## config.mk

```make
export PLATFORM = sky130hd
export DESIGN_NAME = wide_add_seq
export DESIGN_NICKNAME = d
export VERILOG_FILES = /design/src/rtl/wide_add_seq.sv
export SDC_FILE = /design/constraint.sdc
export NUM_CORES = 1
export LEC_CHECK = 0
export BUFFER_PORTS_ARGS = -buffer_cell sky130_fd_sc_hd__buf_4
export CORE_MARGIN = 2
export CORE_UTILIZATION = 45
export CTS_CLUSTER_DIAMETER = 40
export DETAILED_ROUTE_END_ITERATION = 6
export PLACE_DENSITY = 0.72
export RECOVER_POWER = 100
export SYNTH_ARGS = -nofsm -noshare
export SYNTH_HDL_FRONTEND = slang
export SYNTH_SLANG_ARGS = --single-unit
```

## constraint.sdc

```tcl
create_clock -name clk -period 2.3 [get_ports clk]
set_input_delay 0 -clock clk [delete_from_list [all_inputs] [get_ports clk]]
set_output_delay 0 -clock clk [all_outputs]
set_load 0.01 [all_outputs]
```

## src/rtl/wide_add_seq.sv

```systemverilog
// Multi-word add/subtract sequencer around an external 32-bit combinational adder.
// Optional running-accumulator mode when WIDE_ADD_SEQ_ACC_EN is defined.

module wide_add_seq #(
  parameter int unsigned WORDS = 4
) (
  input  logic                  clk,
  input  logic                  rst_n,
  input  logic                  in_valid,
  output logic                  in_ready,
  input  logic [32*WORDS-1:0]   op_a,
  input  logic [32*WORDS-1:0]   op_b,
  input  logic                  op_sub,
`ifdef WIDE_ADD_SEQ_ACC_EN
  input  logic                  acc_mode,
`endif
  output logic                  out_valid,
  input  logic                  out_ready,
  output logic [32*WORDS-1:0]   result,
  output logic                  carry_out,
  output logic                  overflow,
  output logic [31:0]           add_a,
  output logic [31:0]           add_b,
  output logic                  add_cin,
  input  logic [31:0]           add_sum,
  input  logic                  add_cout
);

  localparam int unsigned IdxW = (WORDS > 1) ? $clog2(WORDS) : 1;
  localparam logic [IdxW-1:0] LastIdx = IdxW'(WORDS - 1);

  typedef enum logic [1:0] {
    StIdle,
    StRun,
    StDone
  } state_e;

  state_e                      state_q, state_d;
  logic [IdxW-1:0]             idx_q, idx_d;
  logic                        cy_q, cy_d;
  logic [WORDS-1:0][31:0]      a_q, a_d;
  logic [WORDS-1:0][31:0]      b_q, b_d;
  logic [WORDS-1:0][31:0]      res_q, res_d;
  logic                        carry_q, carry_d;
  logic                        ovf_q, ovf_d;
  logic [WORDS-1:0][31:0]      a_src;

  // In accumulate mode the held result becomes the next A operand.
`ifdef WIDE_ADD_SEQ_ACC_EN
  assign a_src = acc_mode ? res_q : op_a;
`else
  assign a_src = op_a;
`endif

  always_comb begin
    state_d   = state_q;
    idx_d     = idx_q;
    cy_d      = cy_q;
    a_d       = a_q;
    b_d       = b_q;
    res_d     = res_q;
    carry_d   = carry_q;
    ovf_d     = ovf_q;
    in_ready  = 1'b0;
    out_valid = 1'b0;
    add_a     = 32'h0;
    add_b     = 32'h0;
    add_cin   = 1'b0;

    unique case (state_q)
      StIdle: begin
        in_ready = 1'b1;
        if (in_valid) begin
          a_d     = a_src;
          b_d     = op_sub ? ~op_b : op_b;
          cy_d    = op_sub;
          idx_d   = '0;
          state_d = StRun;
        end
      end

      StRun: begin
        add_a        = a_q[idx_q];
        add_b        = b_q[idx_q];
        add_cin      = cy_q;
        res_d[idx_q] = add_sum;
        cy_d         = add_cout;
        idx_d        = idx_q + IdxW'(1);
        if (idx_q == LastIdx) begin
          carry_d = add_cout;
          // Operands share a sign but the top word's sum flipped it.
          ovf_d   = (a_q[WORDS-1][31] == b_q[WORDS-1][31]) &&
                    (add_sum[31] != a_q[WORDS-1][31]);
          idx_d   = '0;
          state_d = StDone;
        end
      end

      StDone: begin
        out_valid = 1'b1;
        if (out_ready) begin
          state_d = StIdle;
        end
      end

      default: begin
        state_d = StIdle;
      end
    endcase
  end

  always_ff @(posedge clk or negedge rst_n) begin
    if (!rst_n) begin
      state_q <= StIdle;
      idx_q   <= '0;
      cy_q    <= 1'b0;
      a_q     <= '0;
      b_q     <= '0;
      res_q   <= '0;
      carry_q <= 1'b0;
      ovf_q   <= 1'b0;
    end else begin
      state_q <= state_d;
      idx_q   <= idx_d;
      cy_q    <= cy_d;
      a_q     <= a_d;
      b_q     <= b_d;
      res_q   <= res_d;
      carry_q <= carry_d;
      ovf_q   <= ovf_d;
    end
  end

  assign result    = res_q;
  assign carry_out = carry_q;
  assign overflow  = ovf_q;

endmodule

```

==> metrics <==
run status=complete, no violations; DRC errors left=0; area fraction of the dominant cell type after synthesis=~55%; Worst EP arrival=2.29 ns; area grow syn2layout=49.7%; measured slew at the worst slew-check pin=about 1.1 ns; antenna viol nets, final=0; Synthesized Nets=1854; maxcap violations=0; layout cells sized above 1=between 20% and 30%; DR pass1 iterations=5; largest net degree at the start of global routing=between 100 and 150; Post-Syn Area per Cell=11.4 um^2; All-Layer GR Usage=between 20% and 30%; pre-CTS setup slack=about 0.41 ns; Post-Syn Area=~18000 um^2; worst-path fanout max=9; worst setup margin=roughly 0.014 ns; Layout Nets=2656; DP Wirelength=between 30000 and 40000 um; skew final=0.0139 ns; I/O pin count=around 490; post-synthesis sequential area ratio=55.4%; WP data required=between 2 and 2.5 ns; RD Place Congestion=roughly 0.84; via count=around 15000; Power per Cell Area=~1300 nW/um^2; Clock Sink Count=391; RSZ-0062 raised after global routing=true; Max clock buf depth=3; FILL cells=2731; number of synthesized register bits=approximately 390; Starting Density=a little under half; first-pass GRT wire length=~92000 um; PortBufs=490; later-pin clock latency in the skew report=0.58 ns; H-tree depth=2; Worst VDD drop=between 0.6 and 0.7 mV; Worst setup EP type=primary output; vias in the first global route=approximately 16000; leakage=about 12 nW; fin crit period=about 2.3 ns; Final period util=99.4%; CTS Buf Count=48; Hold Slack=around 0.038 ns; register area=between 9000 and 10000 um^2; Hold Vio Cnt, Final=0; Mapped Cells=roughly 1600; Remaining Overflow, GRT=0; CP startpoint kind=flop; width of the die=just over 200 um; clock root cell=clkbuf_16; slew margin rel.=between 20% and 30%; Worst-path clk slew=approximately 0.060 ns; TritonCTS clock tree=built; die area=slightly above 40000 um^2; HP Class=in -> reg; CP Class=reg -> out; Die Y=202 um; Slew Viols, Final=0; Power, Total=about 36 mW; Cell Rows=72; post-synth cell types=26; drt total wl=between 60000 and 70000 um; top area cells in the synthesized netlist=dfrtp_1 55%, nand2_1 11%, mux2_2 8.2%; FMAX=between 400 and 500 MHz; leading area contributor after synthesis=dfrtp_1; routed len/inst=~21 um; multi-input logic area=7220 um^2; initial antenna violation count=7; Yosys Warn Count=0; detail-routed via count per cell=roughly 5.2; Final setup viols=0; DRT iter0 DRCs=950; Core Area=slightly below 40000 um^2
[metrics by stage]
stage          cell area (um^2)  util, %  instances  TNS (ns)
2_1_floorplan             17700        -       1556         0
3_3_place_gp              21800     56.2       2497         0
3_5_place_dp              21800     56.2       2497         0
4_1_cts                   26700     69.0       2902   -0.0144
5_1_grt                   26400     68.3       2922    -0.272
6_report                  26400     68.3       2923         0
[timing repair]
action | CTS | global route
gates cloned | 0 | 4
hold endpoints to repair | 758 | 0
setup buffers | 0 | 9
hold buffers | 316 | 0
endpoints found under the setup margin | 58 | 41
gates resized for setup | 17 | 12
[where the power goes]
group	total (mW)	switching, mW	internal, mW
registers	12.3	2.00	10.3
clock network	8.08	3.11	4.97
logic	15.2	7.73	7.51
[cell type report]
class | count | share of cell area, %
sequential | 391 | 37.0
multi-input combinational | 1054 | 27.3
timing repair buffer | 860 | 26.6
clock buffer | 63 | 5.10
tap | 518 | 2.45
clock inverter | 26 | 1.37
antenna | 8 | 0.0757
inverter | 3 | 0.0426
[critical path, cell delays in order, from the launching register on]
cell and delay (ns):
dfrtp_4 0.49, buf_8 0.15, buf_16 0.16, mux4_2 0.53, and2_1 0.21, buf_4 0.15
[kinds of logic (layout without fill, tap and decap cells)]
| kind of cell | after synthesis | count (layout) | synth area share, % |
|---|---|---|---|
| flip-flops | 391 | 391 | 55.4 |
| multiplexers | 193 | 193 | 16.4 |
| other | 0 | 8 | 0 |
| buffers and inverters | 111 | 952 | 4.01 |
| AND/OR/NAND/NOR | 594 | 594 | 13.7 |
| AO/OA/AOI/OAI | 135 | 135 | 3.87 |
| adder cells (fa/ha/maj) | 4 | 4 | 0.283 |
| XOR/XNOR | 128 | 128 | 6.35 |
[registers in the layout, summed over array words and instances, names as in the netlist]
register / cells
state_q: 2
carry_out: 1
cy_q: 1
result: 128
overflow: 1
a_q: 128
b_q: 128
idx_q: 2
[placed cells by master (no fill, tap or decap), types with 2 or more instances in the layout]
master and instances:
clkinv_2 9, and2_4 12, nor2_1 2, xnor2_1 128
buf_12 13, buf_8 4, o21ai_0 31, mux4_2 64
o21ai_1 100, inv_1 3, o31ai_1 2, dlygate4sd3_1 316
clkinv_4 2, dfrtp_1 389, clkbuf_1 142, ha_1 4
buf_6 5, clkbuf_8 7, clkbuf_16 52, and2_1 53
mux2_2 129, nand2b_1 2, diode_2 8, nand2_1 518
inv_16 2, inv_6 4, dfrtp_4 2, buf_16 2
bufinv_16 7, buf_4 382, clkinvlp_4 2
[synthesized netlist by cell type, drive strengths merged]
cell type,number
a21oi,1
a22oi,1
and2,65
and3b,1
buf,77
clkbuf,31
dfrtp,391
ha,4
inv,3
mux2,129
mux4,64
nand2,518
nand2b,2
nand3,2
nand3b,1
nor2,2
nor2b,1
nor3b,1
o21ai,131
o31ai,2
or3b,1
xnor2,128
[metal layers]
layer / vias to the layer above / GRT usage, % / share of wire [%]
li1: 6729 / - / -
met1: 7452 / 34.5 / 38
met2: 776 / 49.2 / 50
met3: 209 / 5.51 / 7.0
met4: 0 / 17.6 / 5.6
met5: - / 0 / 0
[worst paths after layout]
path | start | to | slack, ns | cells past startpoint
setup / recovery | idx_q[0]$_DFFE_PN0P_ | add_a[23] | 0.01 | 5
hold / removal | in_valid | state_q[0]$_DFFE_PN0P_ | 0.04 | 3
setup reg to reg | idx_q[0]$_DFFE_PN0P_ | result[13]$_DFFE_PN0P_ | 0.35 | 6
hold reg to reg | a_q[65]$_DFFE_PN0P_ | a_q[65]$_DFFE_PN0P_ | 0.47 | 2
max in group asynchronous | rst_n | b_q[69]$_DFFE_PN0P_ | 0.30 | 5
min in group asynchronous | rst_n | result[121]$_DFFE_PN0P_ | 0.49 | 3
(Power assumes the default switching activity.)
